**config.mk**
```make
export PLATFORM = sky130hd
export DESIGN_NAME = trdb_udma_fifo_if
export DESIGN_NICKNAME = d
export VERILOG_FILES = /design/src/rtl/trdb_udma_fifo_if.sv
export SDC_FILE = /design/constraint.sdc
export NUM_CORES = 1
export LEC_CHECK = 0
export BUFFER_PORTS_ARGS = -buffer_cell sky130_fd_sc_hd__buf_2
export CORE_MARGIN = 4
export CORE_UTILIZATION = 53
export CTS_CLUSTER_DIAMETER = 60
export DETAILED_ROUTE_END_ITERATION = 8
export PLACE_DENSITY = 0.81
export SYNTH_ARGS = -nofsm -noshare
export SYNTH_HDL_FRONTEND = slang
export SYNTH_SLANG_ARGS = --single-unit
```
**constraint.sdc**
```tcl
create_clock -name clk_i -period 6.18 [get_ports clk_i]
set_input_delay 1.854 -clock clk_i [delete_from_list [all_inputs] [get_ports clk_i]]
set_output_delay 1.854 -clock clk_i [all_outputs]
set_load 0.02 [all_outputs]
```
**src/rtl/trdb_udma_fifo_if.sv**
```systemverilog
// Buffered bridge from trace debugger packets to the uDMA RX channel: FWFT FIFO,
// capture/drain control and overflow accounting.
module trdb_udma_fifo_if #(
  parameter int unsigned DATA_WIDTH = 32,
  parameter int unsigned FIFO_DEPTH = 8,
  parameter int unsigned CNT_WIDTH  = 16
) (
  input  logic                          clk_i,
  input  logic                          rst_ni,
  input  logic [DATA_WIDTH-1:0]         trdb_packet_i,
  input  logic                          trdb_word_valid_i,
  input  logic                          en_i,
  input  logic                          flush_i,
  input  logic                          clear_stat_i,
  output logic [DATA_WIDTH-1:0]         data_rx_data_o,
  output logic                          data_rx_valid_o,
  input  logic                          data_rx_ready_i,
  output logic [1:0]                    data_rx_datasize_o,
  output logic [$clog2(FIFO_DEPTH):0]   fill_level_o,
  output logic                          busy_o,
  output logic                          overflow_o,
  output logic [CNT_WIDTH-1:0]          drop_cnt_o
);

  localparam int unsigned AW = $clog2(FIFO_DEPTH);
  localparam logic [AW:0] DepthCnt = (AW+1)'(FIFO_DEPTH);
  localparam logic [1:0]  DataSize = (DATA_WIDTH == 8)  ? 2'd0 :
                                     (DATA_WIDTH == 16) ? 2'd1 : 2'd2;

  typedef enum logic [1:0] {StIdle, StRun, StDrain} state_e;

  state_e                 state_q, state_d;
  logic [AW-1:0]          rptr_q, rptr_d, wptr_q, wptr_d;
  logic [AW:0]            cnt_q, cnt_d;
  logic                   ovf_q, ovf_d;
  logic [CNT_WIDTH-1:0]   drop_q, drop_d;
  logic [DATA_WIDTH-1:0]  mem_q [FIFO_DEPTH];

  logic empty, full, pop, push, drop, capture;

  always_comb begin
    empty   = (cnt_q == '0);
    full    = (cnt_q == DepthCnt);
    pop     = !empty && data_rx_ready_i;
    // Re-enabling during DRAIN resumes capture in the same cycle.
    capture = (state_q == StRun) || ((state_q == StDrain) && en_i);
    push    = capture && trdb_word_valid_i && (!full || pop) && !flush_i;
    drop    = capture && trdb_word_valid_i && full && !pop && !flush_i;

    state_d = state_q;
    unique case (state_q)
      StIdle:  if (en_i) state_d = StRun;
      StRun:   if (!en_i) state_d = StDrain;
      StDrain: begin
        if (en_i)       state_d = StRun;
        else if (empty) state_d = StIdle;
      end
      default: state_d = StIdle;
    endcase

    rptr_d = pop  ? rptr_q + AW'(1) : rptr_q;
    wptr_d = push ? wptr_q + AW'(1) : wptr_q;
    unique case ({push, pop})
      2'b10:   cnt_d = cnt_q + (AW+1)'(1);
      2'b01:   cnt_d = cnt_q - (AW+1)'(1);
      default: cnt_d = cnt_q;
    endcase

    if (flush_i) begin
      rptr_d  = '0;
      wptr_d  = '0;
      cnt_d   = '0;
      state_d = en_i ? StRun : StIdle;
    end

    ovf_d  = ovf_q;
    drop_d = drop_q;
    if (clear_stat_i) begin
      // A drop in the clearing cycle survives as the first new event.
      ovf_d  = drop;
      drop_d = drop ? CNT_WIDTH'(1) : '0;
    end else if (drop) begin
      ovf_d = 1'b1;
      if (drop_q != '1) drop_d = drop_q + CNT_WIDTH'(1);
    end
  end

  always_ff @(posedge clk_i) begin
    if (!rst_ni) begin
      state_q <= StIdle;
      rptr_q  <= '0;
      wptr_q  <= '0;
      cnt_q   <= '0;
      ovf_q   <= 1'b0;
      drop_q  <= '0;
    end else begin
      state_q <= state_d;
      rptr_q  <= rptr_d;
      wptr_q  <= wptr_d;
      cnt_q   <= cnt_d;
      ovf_q   <= ovf_d;
      drop_q  <= drop_d;
    end
  end

  // Storage needs no reset; the head is masked while the FIFO is empty.
  always_ff @(posedge clk_i) begin
    if (push) mem_q[wptr_q] <= trdb_packet_i;
  end

  assign data_rx_valid_o    = !empty;
  assign data_rx_data_o     = empty ? '0 : mem_q[rptr_q];
  assign data_rx_datasize_o = DataSize;
  assign fill_level_o       = cnt_q;
  assign busy_o             = (state_q != StIdle);
  assign overflow_o         = ovf_q;
  assign drop_cnt_o         = drop_q;

endmodule

```
==> flow_summary_export.csv, run 1 <==
group,metric,value,unit
synthesis,synth_warnings,0,
synthesis,ys_seq_elements,288,
hold_path,hold_path_class,"flip-flop to flip-flop",
synthesis,syn_area,11400,sq um
synthesis,syn-instance-count,606,
synthesis,synthesis.nets,651,
cells_and_area,drive_gt1_share,30.2,%
detailed_routing,ant_nets,0,
clock_tree,clkTransAtPathRegs,0.06,ns
sta,finalSetupViolCount,0,
cells_and_area,nNetsFinal,756,
floorplan,ios,96,
detailed_routing,vias,5971,
placement,hpwl,12700,um
synthesis,synth_enable_flop_cells,256,
cells_and_area,most-common-layout-cells,"edfxtp_1 (256), buf_2 (93), mux4_2 (64)",
setup_path,worstPathMaxFanout,43,
placement,pre_cts_ws,2.01,ns
grt,grt-ovfl-total,0,
cells_and_area,area_growth,15.8,%
floorplan,die_x,154,um
pwr,p_leak,0.00431,uW
synthesis,synth_seq_area_share,73.2,%
grt,grt_pass1_wl,35500,um
sta,maxSlewHeadroom,27.4,%
clock_tree,htreeDepth,1,
setup_path,cp_data_arrival_time,2.85,ns
floorplan,initial_core_util,53.9,%
pwr,ir_drop,184,uV
pwr,powerDensity,300,nW/um^2
grt,grt_usage,19.1,%
synthesis,synth-main-ff-cell,"edfxtp_1",
detailed_routing,drt_iter0_markers,491,
detailed_routing,wl_per_cell,22.2,um
floorplan,dieArea,23900,sq um
sta,hold_ws,0.470,ns
sta,fin_tns_setup,0,ns
sta,fmaxAchievable,213,MHz
sta,min_period,4.70,ns
clock_tree,cts_tree,"yes",
run_status,status,"finished, final reports clean",
sta,hold_violations,0,
sta,finalMaxSlewViolations,0,
clock_tree,clock_latency,0.54,ns
detailed_routing,drc_errors,0,
placement,globalplace.congestion,0.880,
grt,antenna_found_initial,3,
cells_and_area,layout_commonest_cell,"edfxtp_1",
setup_path,r2r_end,"fill_level_o[2]",
setup_path,critPathLaunchType,"flip-flop",
setup_path,endpoint_kind,"output port",
setup_path,critPathKind,"flip-flop to output port",
sta,setup_ws,1.48,ns
synthesis,synth_area_per_cell,18.8,sq um
grt,grt_max_degree,44,
placement,port_buffers,93,
synthesis,synth.distinct_cells,47,
job,max_cap_viol_count,0,
setup_path,r2r_cells,10,
sta,period_share,76.0,%
detailed_routing,routed_wl,22400,um
grt,grt_pass1_vias,6240,
clock_tree,cts_buffers,29,
floorplan,fp.coreArea,21100,sq um
cells_and_area,diodes,0,
floorplan,die_y,154,um
clock_tree,clock_tree.root_cell,"clkbuf_16",
clock_tree,cts_setup_buffers,0,
setup_path,crit_end,"data_rx_data_o[6]",
floorplan,rows,53,
setup_path,reg2reg_slack,2.97,ns
setup_path,timing.rr.start,"fill_level_o[0]",
clock_tree,cts_resized,0,
setup_path,cp.required,4.33,ns
sta,tightestPinTransition,1.09,ns
synthesis,async_flop_share,0,%
detailed_routing,via_per_inst,5.92,
clock_tree,clock_sinks,288,
sta,finClkSkew,0.00785,ns
detailed_routing,dr.pass1.iters,6,
sta,rsz0062_at_grt,"no",
clock_tree,max-clock-path-buffers,3,
clock_tree,ctsHoldBuffers,0,
## worst min-delay path by stage
stage          cells past startpoint  slack [ns]    endpoint  startpoint
2_1_floorplan                      1        0.45  state_q[0]  state_q[1]
3_3_place_gp                       1        0.46  state_q[0]  state_q[1]
3_5_place_dp                       2        0.46  overflow_o  overflow_o
4_1_cts                            2        0.47  overflow_o  overflow_o
5_1_grt                            2        0.49  overflow_o  overflow_o
6_report                           2        0.47  overflow_o  overflow_o
## synthesized netlist by cell type, types with 2 or more instances
cell | n | area (sq um)
nor3_1 | 7 | 35.0
and3_1 | 2 | 12.5
inv_1 | 5 | 18.8
buf_2 | 10 | 50.1
or3_1 | 4 | 25.0
nor2b_1 | 4 | 25.0
buf_4 | 2 | 15.0
edfxtp_1 | 256 | 7690
mux4_2 | 64 | 1440
clkbuf_1 | 13 | 48.8
or2_2 | 2 | 12.5
nor3b_1 | 2 | 15.0
buf_1 | 6 | 22.5
conb_1 | 2 | 7.51
mux2i_1 | 36 | 360
dfxtp_1 | 32 | 641
nand2_1 | 15 | 56.3
o21ai_0 | 5 | 25.0
nor4b_1 | 3 | 26.3
nor4_1 | 12 | 75.1
ha_1 | 6 | 75.1
o211a_1 | 3 | 30.0
xor2_1 | 6 | 52.6
xnor2_1 | 8 | 70.1
and4_1 | 3 | 26.3
nand3_1 | 10 | 50.1
a21oi_1 | 11 | 55.1
nand4_1 | 10 | 62.6
nor2_1 | 49 | 184
## layout make-up
type	count	area (sq um)
flip-flops and latches	288	8330
fillers	1458	7920
multi-input cells	281	2950
clock buffers	38	759
repair buffers	106	563
well taps	275	344
clock inverters	16	198
inverters	5	18.8
## power by group
group | internal (uW) | leakage, uW | total (uW) | switching (uW)
clock network | 1070 | 0.000461 | 1750 | 685
registers | 2120 | 0.00256 | 2120 | 3.20
logic | 22.9 | 0.00128 | 68.9 | 46.0
total | 3210 | 0.00431 | 3950 | 734
## stage by stage
| stage | utilization, % | area (sq um) | std cells | power [uW] |
|---|---|---|---|---|
| 2_1_floorplan | - | 11400 | 606 | 2200 |
| 5_1_grt | 62.4 | 13200 | 1009 | 4070 |
| 4_1_cts | 62.4 | 13200 | 1009 | 3980 |
| 3_5_place_dp | 57.9 | 12200 | 955 | 2230 |
| 6_report | 62.4 | 13200 | 1009 | 3950 |
| 3_3_place_gp | 57.9 | 12200 | 955 | 2230 |
## worst max-delay path, stage by stage (launching register included)
cell and delay (ns):
dfxtp_2 1.04, buf_4 0.47, mux4_2 0.36, mux2i_1 0.16, nor2_1 0.07, buf_2 0.17
## logic make-up (layout without fill, tap and decap cells)
family                   after synthesis  count (layout)  synth area share [%]
AO/OA/AOI/OAI                         27              27                  1.50
XOR/XNOR                              14              14                  1.08
adder cells (fa/ha/maj)                6               6                 0.660
buffers and inverters                 37             165                  1.46
flip-flops                           288             288                  73.2
multiplexers                         100             100                  15.8
other                                  2               2                0.0660
AND/OR/NAND/NOR                      132             132                  6.15
## registers in the layout, summed over array words and instances (netlist names), named ones only
name / count
drop_cnt_o: 16
state_q: 2
mem_q: 256
wptr_q: 3
overflow_o: 1
fill_level_o: 4
rptr_q: 3
## layer usage
layer  share of wire (%)  routed length [um]  vias to the layer above  GRT usage [%]
li1                    -                   -                     2647              -
met2                  52               11700                      211           32.7
met1                  40                8910                     3075           26.1
met5                0.14                  32                        -              0
met3                 6.5                1460                       32           3.16
met4                 1.5                 331                        6           4.79
Power figures use the tool's default switching activity.
==> inputs of run 2 (changes only) <==
--- a/config.mk
+++ b/config.mk
@@ -7,10 +7,10 @@
 export LEC_CHECK = 0
 export BUFFER_PORTS_ARGS = -buffer_cell sky130_fd_sc_hd__buf_2
 export CORE_MARGIN = 4
-export CORE_UTILIZATION = 53
+export CORE_UTILIZATION = 59
 export CTS_CLUSTER_DIAMETER = 60
 export DETAILED_ROUTE_END_ITERATION = 8
-export PLACE_DENSITY = 0.81
+export PLACE_DENSITY = 0.85
 export SYNTH_ARGS = -nofsm -noshare
 export SYNTH_HDL_FRONTEND = slang
 export SYNTH_SLANG_ARGS = --single-unit
==> constraint.sdc (replaced) <==
create_clock -name clk_i -period 4.9 [get_ports clk_i]
set_input_delay 1.47 -clock clk_i [delete_from_list [all_inputs] [get_ports clk_i]]
set_output_delay 1.47 -clock clk_i [all_outputs]
set_load 0.02 [all_outputs]
==> run 2 against run 1 <==
Net effect:
- sequential share of layout area fell by 0.52 points
- critical path depth did not move
- cell count fell by 1.1%
- critical path type unchanged
- critical endpoint is now data_rx_data_o[1]
- largest power group unchanged
==> flow_summary_export.csv, run 2 (synthesized netlist as in run 1, its figures left out) <==
group,metric,value,unit
sta,finalSetupViolCount,0,
sta,min_period,4.16,ns
setup_path,critPathLaunchType,"flip-flop",
cells_and_area,most-common-layout-cells,"edfxtp_1 (256), buf_2 (93), mux4_2 (64)",
sta,period_share,84.9,%
cells_and_area,area_growth,16.8,%
sta,maxSlewHeadroom,34.8,%
floorplan,ios,96,
sta,finClkSkew,0.00883,ns
grt,antenna_found_initial,0,
pwr,p_switching,946,uW
pwr,power_frac_seq,53.0,%
clock_tree,ctsHoldBuffers,0,
detailed_routing,dr.pass1.iters,4,
pwr,switching_share,18.7,%
clock_tree,clkTransAtPathRegs,0.06,ns
floorplan,dieArea,21600,sq um
cells_and_area,largest_reg_flops,256,
pwr,powerDensity,381,nW/um^2
setup_path,cp_data_arrival_time,2.69,ns
sta,hold_violations,0,
pwr,internal_power,4110,uW
sta,finalMaxSlewViolations,0,
clock_tree,htreeDepth,1,
setup_path,endpoint_kind,"output port",
grt,grt_pass1_wl,37000,um
detailed_routing,drc_errors,0,
sta,fmaxAchievable,240,MHz
cells_and_area,final.fill_count,1135,
detailed_routing,vias,5944,
placement,hpwl,13400,um
detailed_routing,wl_per_cell,23.2,um
floorplan,die_x,147,um
cells_and_area,regMostFlops,"mem_q",
placement,globalplace.congestion,0.889,
setup_path,cp.required,3.43,ns
clock_tree,clock_sinks,288,
sta,fin_tns_setup,0,ns
detailed_routing,drt_iter0_markers,463,
clock_tree,clock_tree.root_cell,"clkbuf_16",
detailed_routing,routed_wl,23100,um
sta,rsz0062_at_grt,"no",
floorplan,fp.coreArea,18800,sq um
grt,grt_max_degree,39,
cells_and_area,diodes,0,
placement,port_buffers,93,
grt,grt_pass1_vias,6352,
detailed_routing,via_per_inst,5.96,
cells_and_area,nNetsFinal,761,
detailed_routing,ant_nets,0,
grt,grt-ovfl-total,0,
cells_and_area,final_util,70.5,%
clock_tree,cts_tree,"yes",
sta,tightestPinTransition,0.973,ns
clock_tree,cts_setup_buffers,0,
grt,grt_usage,22.1,%
clock_tree,clock_latency,0.53,ns
cells_and_area,layout_commonest_cell,"edfxtp_1",
floorplan,initial_core_util,60.4,%
pwr,ir_drop,336,uV
hold_path,hold_path_class,"flip-flop to flip-flop",
job,max_cap_viol_count,0,
pwr,clkPwrFrac,45.2,%
setup_path,worstPathMaxFanout,38,
floorplan,rows,50,
pwr,pwr-share-comb,1.8,%
setup_path,critPathKind,"flip-flop to output port",
clock_tree,cts_buffers,28,
pwr,p_leak,0.00438,uW
floorplan,die_y,147,um
clock_tree,max-clock-path-buffers,3,
cells_and_area,drive_gt1_share,32.4,%
clock_tree,cts_resized,0,
run_status,status,"finished, final reports clean",
-- run 2: cell count changes in the layout (fill, tap and decap cells not counted), moves of 2 or more --
cell and change:
clkbuf_8 +4, clkinv_2 +5, clkinv_1 -5, buf_12 +2
buf_4 +4, clkbuf_1 -8
-- run 2: final timing paths --
path         slack [ns]                 to             from  cells past startpoint
max                0.74  data_rx_data_o[1]        flip-flop                      5
min                0.47         overflow_o       overflow_o                      2
max reg2reg        1.87    fill_level_o[2]  fill_level_o[0]                     11
min reg2reg        0.47         overflow_o       overflow_o                      2
-- run 2: per-stage QoR --
| stage | hold WS (ns) | power (uW) | setup WS [ns] | cell area [sq um] | instances |
|---|---|---|---|---|---|
| 5_1_grt | 0.514 | 5210 | 0.544 | 13300 | 998 |
| 3_5_place_dp | 0.469 | 2820 | 1.03 | 12300 | 946 |
| 2_1_floorplan | 0.447 | 2770 | 0.00411 | 11400 | 606 |
| 6_report | 0.473 | 5050 | 0.740 | 13300 | 998 |
| 3_3_place_gp | 0.459 | 2810 | 1.15 | 12300 | 946 |
| 4_1_cts | 0.478 | 5080 | 0.658 | 13300 | 998 |
-- run 2: layout make-up --
class,count,area [sq um],area share [%]
clock buffer,34,785,5.91
clock inverter,18,223,1.68
inverter,5,18.8,0.141
multi-input combinational,281,2960,22.3
sequential,288,8330,62.8
tap,260,325,2.45
timing repair buffer,112,633,4.77
-- run 2: per-layer routing --
layer,track usage (%),up-vias,wire (um)
li1,-,2652,-
met1,29.3,3052,9110
met2,39.5,209,12400
met3,3.79,31,1370
met4,3.86,0,284
met5,0,-,0
-- run 2: power groups by stage --
stage	combinational (uW)	clock, uW	sequential [uW]
2_1_floorplan	37.1	0	2730
3_3_place_gp	80.3	0	2730
3_5_place_dp	88.2	0	2730
4_1_cts	88.7	2310	2680
5_1_grt	97.5	2430	2680
6_report	88.7	2280	2680
-- run 2: worst max-delay path: stages, from the launching register on --
cell and delay [ns]:
dfxtp_4 0.70, buf_12 0.37, mux4_2 0.56, mux2i_1 0.17
nor2_1 0.11, buf_2 0.20
